[config.mk]
export PLATFORM = sky130hd
export DESIGN_NAME = fsm_piso
export DESIGN_NICKNAME = d
export VERILOG_FILES = /design/src/rtl/fsm_piso_pkg.sv /design/src/rtl/fsm_piso_selector.sv /design/src/rtl/fsm_piso.sv
export SDC_FILE = /design/constraint.sdc
export NUM_CORES = 1
export LEC_CHECK = 0
export BUFFER_PORTS_ARGS = -buffer_cell sky130_fd_sc_hd__buf_2
export CAP_MARGIN = 30
export CORE_ASPECT_RATIO = 0.75
export CORE_MARGIN = 10
export CORE_UTILIZATION = 40
export CTS_CLUSTER_SIZE = 20
export DETAILED_ROUTE_END_ITERATION = 10
export PLACE_DENSITY_LB_ADDON = 0.15
export SYNTH_ARGS = -nofsm -noshare
export SYNTH_HDL_FRONTEND = slang
export SYNTH_SLANG_ARGS = --single-unit
[constraint.sdc]
create_clock -name clk -period 2.1 [get_ports clk]
set_input_delay 0.105 -clock clk [delete_from_list [all_inputs] [get_ports clk]]
set_output_delay 0.105 -clock clk [all_outputs]
set_load 0.005 [all_outputs]
[src/rtl/fsm_piso_pkg.sv]
// Shared types and constants for the 4-floor elevator controller.
package fsm_piso_pkg;

  typedef enum logic [2:0] {
    REPOSO   = 3'b000,
    ABIERTO  = 3'b001,
    LISTO    = 3'b010,
    MOVIENDO = 3'b011,
    LLEGADA  = 3'b100
  } state_t;

  localparam logic [3:0] FLOOR0   = 4'b0001;
  localparam logic       DIR_UP   = 1'b1;
  localparam logic       DIR_DOWN = 1'b0;

endpackage

[src/rtl/fsm_piso_selector.sv]
// SCAN target selection: keep travelling in the current direction while
// there is work that way, otherwise reverse. Purely combinational.
module fsm_piso_selector
  import fsm_piso_pkg::*;
(
  input  logic [3:0] actual,
  input  logic [3:0] pend,
  input  logic       dir,
  output logic [3:0] target,
  output logic       new_dir,
  output logic       valid
);

  int         act_idx;
  logic       up_hit;
  logic       dn_hit;
  logic [1:0] up_idx;
  logic [1:0] dn_idx;

  // nearest pending floor strictly above and strictly below the car
  always_comb begin
    act_idx = 0;
    for (int i = 0; i < 4; i++) begin
      if (actual[i]) act_idx = i;
    end
    up_hit = 1'b0;
    up_idx = 2'd0;
    for (int i = 3; i >= 0; i--) begin
      if (pend[i] && (i > act_idx)) begin
        up_hit = 1'b1;
        up_idx = 2'(i);
      end
    end
    dn_hit = 1'b0;
    dn_idx = 2'd0;
    for (int i = 0; i < 4; i++) begin
      if (pend[i] && (i < act_idx)) begin
        dn_hit = 1'b1;
        dn_idx = 2'(i);
      end
    end
  end

  // prefer the current direction; fall back to the opposite one and flip dir
  always_comb begin
    target  = actual;
    new_dir = dir;
    valid   = 1'b0;
    if (dir == DIR_UP) begin
      if (up_hit) begin
        target = FLOOR0 << up_idx;
        valid  = 1'b1;
      end else if (dn_hit) begin
        target  = FLOOR0 << dn_idx;
        new_dir = DIR_DOWN;
        valid   = 1'b1;
      end
    end else begin
      if (dn_hit) begin
        target = FLOOR0 << dn_idx;
        valid  = 1'b1;
      end else if (up_hit) begin
        target  = FLOOR0 << up_idx;
        new_dir = DIR_UP;
        valid   = 1'b1;
      end
    end
  end

endmodule

[src/rtl/fsm_piso.sv]
// Elevator car control FSM: latches floor calls, tracks the door, and
// drives the car to a SCAN-selected target until the shaft reports arrival.
//
// state    | meaning
// REPOSO   | idle, door closed, no pending calls
// ABIERTO  | door open
// LISTO    | door closed, calls pending, waiting for accion
// MOVIENDO | travelling to siguiente, waiting for llego rising edge
// LLEGADA  | arrived at siguiente
module fsm_piso
  import fsm_piso_pkg::*;
(
  input  logic       clk,
  input  logic       rst,
  input  logic [3:0] piso,
  input  logic       puerta,
  input  logic       accion,
  input  logic       llego,
  output logic [2:0] estado,
  output logic [3:0] siguiente
);

  state_t     state;
  state_t     state_nx;
  logic [3:0] actual;
  logic [3:0] pend;
  logic       dir;
  logic       llego_q;
  logic [3:0] sel_target;
  logic       sel_dir;
  logic       sel_valid;
  logic       pend_any;
  logic       llego_rise;
  logic       go;
  logic       done;

  assign pend_any   = |pend;
  assign llego_rise = llego & ~llego_q;
  assign estado     = state;

  fsm_piso_selector u_selector (
    .actual  (actual),
    .pend    (pend),
    .dir     (dir),
    .target  (sel_target),
    .new_dir (sel_dir),
    .valid   (sel_valid)
  );

  // state register
  always_ff @(posedge clk) begin
    if (rst) state <= REPOSO;
    else     state <= state_nx;
  end

  // next-state logic; illegal codes fall back to REPOSO
  always_comb begin
    state_nx = state;
    case (state)
      REPOSO: begin
        if (puerta)        state_nx = ABIERTO;
        else if (pend_any) state_nx = LISTO;
      end
      ABIERTO: begin
        if (!puerta) state_nx = pend_any ? LISTO : REPOSO;
      end
      LISTO: begin
        if (puerta)                   state_nx = ABIERTO;
        else if (!pend_any)           state_nx = REPOSO;
        else if (accion && sel_valid) state_nx = MOVIENDO;
      end
      MOVIENDO: begin
        if (llego_rise) state_nx = LLEGADA;
      end
      LLEGADA: begin
        if (puerta)                  state_nx = ABIERTO;
        else if (pend_any && accion) state_nx = LISTO;
      end
      default: state_nx = REPOSO;
    endcase
  end

  // control strobes for the datapath: departure and completed travel
  always_comb begin
    go   = (state == LISTO) && (state_nx == MOVIENDO);
    done = (state == MOVIENDO) && llego_rise;
  end

  // request set, car position, direction, target and arrival edge history
  always_ff @(posedge clk) begin
    if (rst) begin
      siguiente <= FLOOR0;
      actual    <= FLOOR0;
      pend      <= 4'b0000;
      dir       <= DIR_UP;
      llego_q   <= 1'b0;
    end else begin
      llego_q <= llego;
      if (go) begin
        siguiente <= sel_target;
        dir       <= sel_dir;
      end
      if (done) begin
        actual <= siguiente;
        pend   <= (pend | piso) & ~siguiente;
      end else if (state != MOVIENDO) begin
        pend <= (pend | piso) & ~actual;
      end else begin
        pend <= pend | piso;
      end
    end
  end

endmodule

==> results of run 1 <==
==> synthesized netlist by cell type (2+ instances only) <==
cell type	n	area (um^2)
dfxtp_1	17	340
nor2_1	10	37.5
a21oi_1	9	45.0
mux2i_1	7	70.1
nor3_1	6	30.0
inv_1	5	18.8
nand2b_1	5	31.3
a221oi_1	4	35.0
nand2_1	4	15.0
o21ai_0	4	20.0
o21bai_1	4	30.0
nor2b_1	3	18.8
a211oi_1	2	15.0
a31oi_1	2	12.5
buf_6	2	22.5
clkbuf_1	2	7.51
nand3b_1	2	15.0
nand4_1	2	12.5
==> cell type report <==
| cell class | count | area [um^2] |
|---|---|---|
| fillers | 242 | 1210 |
| multi-input cells | 81 | 562 |
| flip-flops and latches | 17 | 340 |
| repair buffers | 17 | 90.1 |
| well taps | 34 | 42.5 |
| clock buffers | 3 | 22.5 |
| inverters | 5 | 18.8 |
| clock inverters | 1 | 5.00 |
==> critical path, cell delays in order (launching register included) <==
cell and delay (ns):
dfxtp_1 0.62, a211oi_1 0.17, o31ai_2 0.37, nor2_1 0.07, or3b_1 0.35, a31oi_1 0.13
==> layout by cell type, fill, tap and decap left out, types with 2 or more instances in the layout <==
master     n
dfxtp_1   17
nor2_1    10
nand2b_1   5
inv_1      5
buf_4      2
mux2i_1    7
nand4_1    2
a21oi_1    9
nand2_1    4
o21ai_0    4
nor3_1     6
o21bai_1   4
a31oi_1    2
clkbuf_4   3
a211oi_1   2
a221oi_1   4
nor2b_1    3
buf_2     15
nand3b_1   2
==> worst max path at each step <==
| stage | slack [ns] | to | cells after the start | from |
|---|---|---|---|---|
| after global placement | 0.39 | siguiente[1] | 5 | actual[2] |
| final | 0.32 | estado[0] | 5 | actual[2] |
| after global routing | 0.14 | dir | 5 | actual[2] |
| after floorplan | 0.53 | dir | 6 | pend[2] |
| after detailed placement | 0.36 | estado[0] | 5 | actual[2] |
| after CTS | 0.32 | estado[0] | 5 | actual[2] |
==> report_power, final <==
| part | switching [mW] | internal [mW] | total, mW |
|---|---|---|---|
| registers | 0.0170 | 0.332 | 0.349 |
| logic | 0.0455 | 0.0409 | 0.0863 |
| clock network | 0.103 | 0.0707 | 0.174 |
==> metal layers <==
layer	share of wire [%]	wire length, um
met1	50	1120
met2	42	946
met3	6.9	154
met4	0.80	18
met5	0	0
==> logic make-up after synthesis <==
| family | count (synthesis) | share of synthesized area (%) |
|---|---|---|
| compound gates | 35 | 28.2 |
| simple gates | 39 | 22.9 |
| mux | 7 | 7.27 |
| flops | 17 | 35.3 |
| buf+inv | 11 | 6.36 |
==> flip-flops by register name, indices dropped and copies added, names as in the netlist <==
register and flops:
actual 4, dir 1, estado 3, llego_q 1, pend 4, siguiente 4
==> flow_metrics.tcl, run 1 <==
set metrics [dict create \
    worst_r2r_path_depth 5 \
    report.final.slew_viol_count 0 \
    hold_viol 0 \
    post_synthesis_cell_count 109 \
    synth_area_per_cell_um2 8.84 \
    synth_seq_area_share_pct 35.3 \
    routed_wl_um 2240 \
    yosysWarningCount 0 \
    place_congestion 0.909 \
    grt_pass1_wl_um 3740 \
    relSlewSlack_pct 66.9 \
    dpl-instance-area_mm2 0.00105 \
    detailedPlacementHpwl_um 1710 \
    cts.path.max_buffers 2 \
    postLayoutCellArea_mm2 0.00108 \
    timing.final.crit_period_ns 1.78 \
    count_of_flip_flops_with_a_built_in_enable_after_synthesis 0 \
    async_set_reset_flop_share_out_of_synthesis_pct 0 \
    h-tree-depth 1 \
    clk_root_buffer_cell "clkbuf_4" \
    number_of_buffers_inserted_during_clock_tree_synthesis 3 \
    min-delay-path-class "in -> reg" \
    syn-num-nets 118 \
    coreArea_mm2 0.00229 \
    synth_seq_cells 17 \
    fin_tns_setup_ns 0 \
    cts_hold_buffers 0 \
    grt_antenna_before_repair 0 \
    timing.setup.critical_path_class "reg -> reg" \
    clock-sinks 17 \
    placed_cells 154 \
    antenna_cells_inserted 0 \
    busiest_layer "met2" \
    die_w_um 76.7 \
    rsz0062_at_grt "false" \
    grt_pass1_vias 767 \
    drtIter0Drc 57 \
    reg2reg_to "estado[0]" \
    cts_resized 0 \
    arrival_ns 2.00 \
    total_chip_power_mw 0.610 \
    portBuffers 15 \
    maximum_number_of_pins_on_one_net_before_global_route_repair 18 \
    fmax_mhz 561 \
    timing.final.crit_share_pct 84.9 \
    synth_area_um2 963 \
    ys_types 37 \
    site_row_count 15 \
    dp_slack_ns 0.359 \
    finalSetupViolCount 0 \
    total_number_of_vias 858 \
    final_layout_size_suffix_gt1_share_pct 21.8 \
    total_nets_final 134 \
    worst_hold_margin_ns 0.0363 \
    worst_setup_path_end_kind "flip-flop" \
    postSynth.topFlopCell "dfxtp_1" \
    post_cts_setup_bufs 0 \
    cts_tree "done" \
    critical_path.startpoint_type "flip-flop" \
    detail_route.wl_per_cell_um 14.2 \
    worstHoldStart "piso[0]" \
    hold_path_end "pend[0]" \
    floorplan.initialDensity_pct 42.1 \
    final.setup_skew_ns 0.0108 \
    max_cap_viol_count 0 \
    final_core_utilization_pct 47.2 \
    final_cell_count_no_fill 158 \
    met2_usage_pct 13.1 \
    area_delta_synth_final_pct 12.2 \
    clk_pin_slew_ns 0.11 \
    maximum_ir_drop_on_the_vdd_rail_mv 0.388 \
    floorplan.io_pins 16 \
    power.static_leakage_nw 0.442 \
    overflow 0 \
    insertion_delay_ns 0.29 \
    drt_drc_violations_left 0 \
    gr-usage-all-layers_pct 9.28 \
    crit-reg2reg-launch "actual[2]" \
    drt_first_pass_iters 4 \
    reg2reg_slack_ns 0.32 \
    finalWorstSetupSlack_ns 0.316 \
    crit_fanout 12 \
    global_route.usage.met3_pct 2.73 \
    ant_nets 0 \
    worstHoldPathCells 2 \
    grt.met1_usage_pct 13.0 \
    run_status "complete, no violations" \
    pin_slew_with_the_least_headroom_to_its_limit_ns 0.494 \
    power_density_mw_per_mm2 564 \
    critical_path_required_time_ns 2.31 \
    fp.dieH_um 62.5 \
    die_area_mm2 0.00479 \
    viasPerCell 5.43 \
]
No activity file was read; power rests on OpenSTA's default activity.
==> inputs of run 2 (changes only) <==
clock period = 1.84 ns   (was 2.1 ns; I/O delays follow)
==> run 2 against run 1 <==
Clock skew fell by 0.0055 ns; utilization rose by 1.9 points; combinational power rose by 24%; global-route usage barely moved; worst hold slack got worse by 0.029 ns; clock power rose by 24%; sequential cell count did not move; wire length rose by 0.76%; critical endpoint unchanged; largest cell class unchanged; largest power group unchanged; highest routed layer unchanged.
==> flow_metrics.tcl, run 2 (synthesized netlist as in run 1, its figures left out) <==
set metrics [dict create \
    number_of_buffers_inserted_during_clock_tree_synthesis 3 \
    finalSetupViolCount 0 \
    area_delta_synth_final_pct 16.8 \
    timing.setup.critical_path_class "reg -> reg" \
    clk_root_buffer_cell "clkbuf_4" \
    total_nets_final 137 \
    max_cap_viol_count 0 \
    drtIter0Drc 61 \
    grt_pass1_vias 798 \
    arrival_ns 1.87 \
    cp_cell_sequence "a211oi_2 -> o31ai_2 -> nor2_1 -> or3b_1 -> a31oi_1" \
    timing.final.crit_period_ns 1.64 \
    die_w_um 76.7 \
    cts_tree "done" \
    hold_viol 0 \
    critical_path.startpoint_type "flip-flop" \
    worst_path_largest_cell_delay_ns 0.50 \
    place_congestion 0.894 \
    run_status "complete, no violations" \
    overflow 0 \
    pin_slew_with_the_least_headroom_to_its_limit_ns 0.446 \
    insertion_delay_ns 0.30 \
    die_area_mm2 0.00479 \
    detail_route.wl_per_cell_um 14.0 \
    critical_path_required_time_ns 2.07 \
    floorplan.initialDensity_pct 42.1 \
    most_frequent_standard_cell_in_the_layout_excluding_fill_and_tap_cells "dfxtp_1" \
    clock-sinks 17 \
    gr-usage-all-layers_pct 9.27 \
    fin_tns_setup_ns 0 \
    timing.final.crit_share_pct 89.0 \
    relSlewSlack_pct 70.2 \
    viasPerCell 5.40 \
    portBuffers 15 \
    grt_pass1_wl_um 3750 \
    routed_wl_um 2260 \
    coreArea_mm2 0.00229 \
    clk_pin_slew_ns 0.11 \
    power.static_leakage_nw 0.456 \
    final_layout_size_suffix_gt1_share_pct 26.0 \
    worst_setup_path_end_kind "flip-flop" \
    final.setup_skew_ns 0.00530 \
    power_density_mw_per_mm2 641 \
    site_row_count 15 \
    antenna_cells_inserted 0 \
    crit_fanout 8 \
    detailedPlacementHpwl_um 1750 \
    layout_top_registers "actual x4, pend x4, siguiente x4" \
    drt_first_pass_iters 4 \
    ant_nets 0 \
    critical_path.slowest_cell "dfxtp_1" \
    post_cts_setup_bufs 0 \
    total_chip_power_mw 0.721 \
    fmax_mhz 611 \
    drt_drc_violations_left 0 \
    final_cell_mix "dfxtp_1 (16), buf_2 (15), nor2_1 (10)" \
    finalWorstSetupSlack_ns 0.202 \
    fp.dieH_um 62.5 \
    reg2reg_slack_ns 0.20 \
    rsz0062_at_grt "false" \
    report.final.slew_viol_count 0 \
    floorplan.io_pins 16 \
    h-tree-depth 1 \
    maximum_number_of_pins_on_one_net_before_global_route_repair 18 \
    dp_slack_ns 0.134 \
    layout.filler_cells 235 \
    total_number_of_vias 870 \
    min-delay-path-class "in -> reg" \
    cts.path.max_buffers 2 \
    grt_antenna_before_repair 0 \
    maximum_ir_drop_on_the_vdd_rail_mv 0.433 \
]
-- run 2: repair_timing --
action / in CTS / in global routing
resized for setup: 0 / 4
setup endpoints to repair: 0 / 6
endpoints found under the hold margin: 0 / 1
hold buffers: 0 / 1
-- run 2: power breakdown --
group          switching, mW  leakage [nW]  internal, mW
Sequential            0.0179         0.139         0.380
Combinational         0.0556         0.303        0.0510
Clock                  0.133        0.0139        0.0830
Total                  0.207         0.456         0.514
-- run 2: worst paths after layout --
| kind | cells after the start | start | to |
|---|---|---|---|
| setup / recovery | 5 | actual[1] | estado[0] |
| setup reg to reg | 5 | actual[1] | estado[0] |
| hold / removal | 2 | llego | llego_q |
| hold reg to reg | 1 | siguiente[1] | pend[1] |
-- run 2: per-stage QoR --
stage	hold WS (ns)	area (um^2)	util, %	std cells
after global placement	0.326	1070	46.7	156
final	0.00695	1120	49.1	161
after CTS	0.00283	1100	48.0	160
after floorplan	0.164	963	-	109
after global routing	0.0227	1120	49.1	161
after detailed placement	0.330	1070	46.7	156
-- run 2: area by class of cell --
type                            instances  area [um^2]  area share [%]
Timing Repair Buffer                   20          115            10.2
Clock buffer                            3         22.5            2.00
Inverter                                5         18.8            1.67
Multi-Input combinational cell         81          577            51.3
Sequential cell                        17          342            30.4
Tap cell                               34         42.5            3.78
Clock inverter                          1         7.51           0.667
-- run 2: critical path, delay by kind of cell, from the launching register on --
| kind | cells | cell delay, ns |
|---|---|---|
| simple gates | 2 | 0.42 |
| compound gates | 3 | 0.64 |
| flops | 1 | 0.50 |
-- run 2: metal layers --
| metal | part of all wire, % | GRT usage (%) | routed length (um) |
|---|---|---|---|
| met2 | 44 | 13.3 | 998 |
| met4 | 0.75 | 2.08 | 17 |
| met5 | 0 | 0 | 0 |
| met3 | 4.8 | 3.30 | 109 |
| met1 | 50 | 12.7 | 1130 |
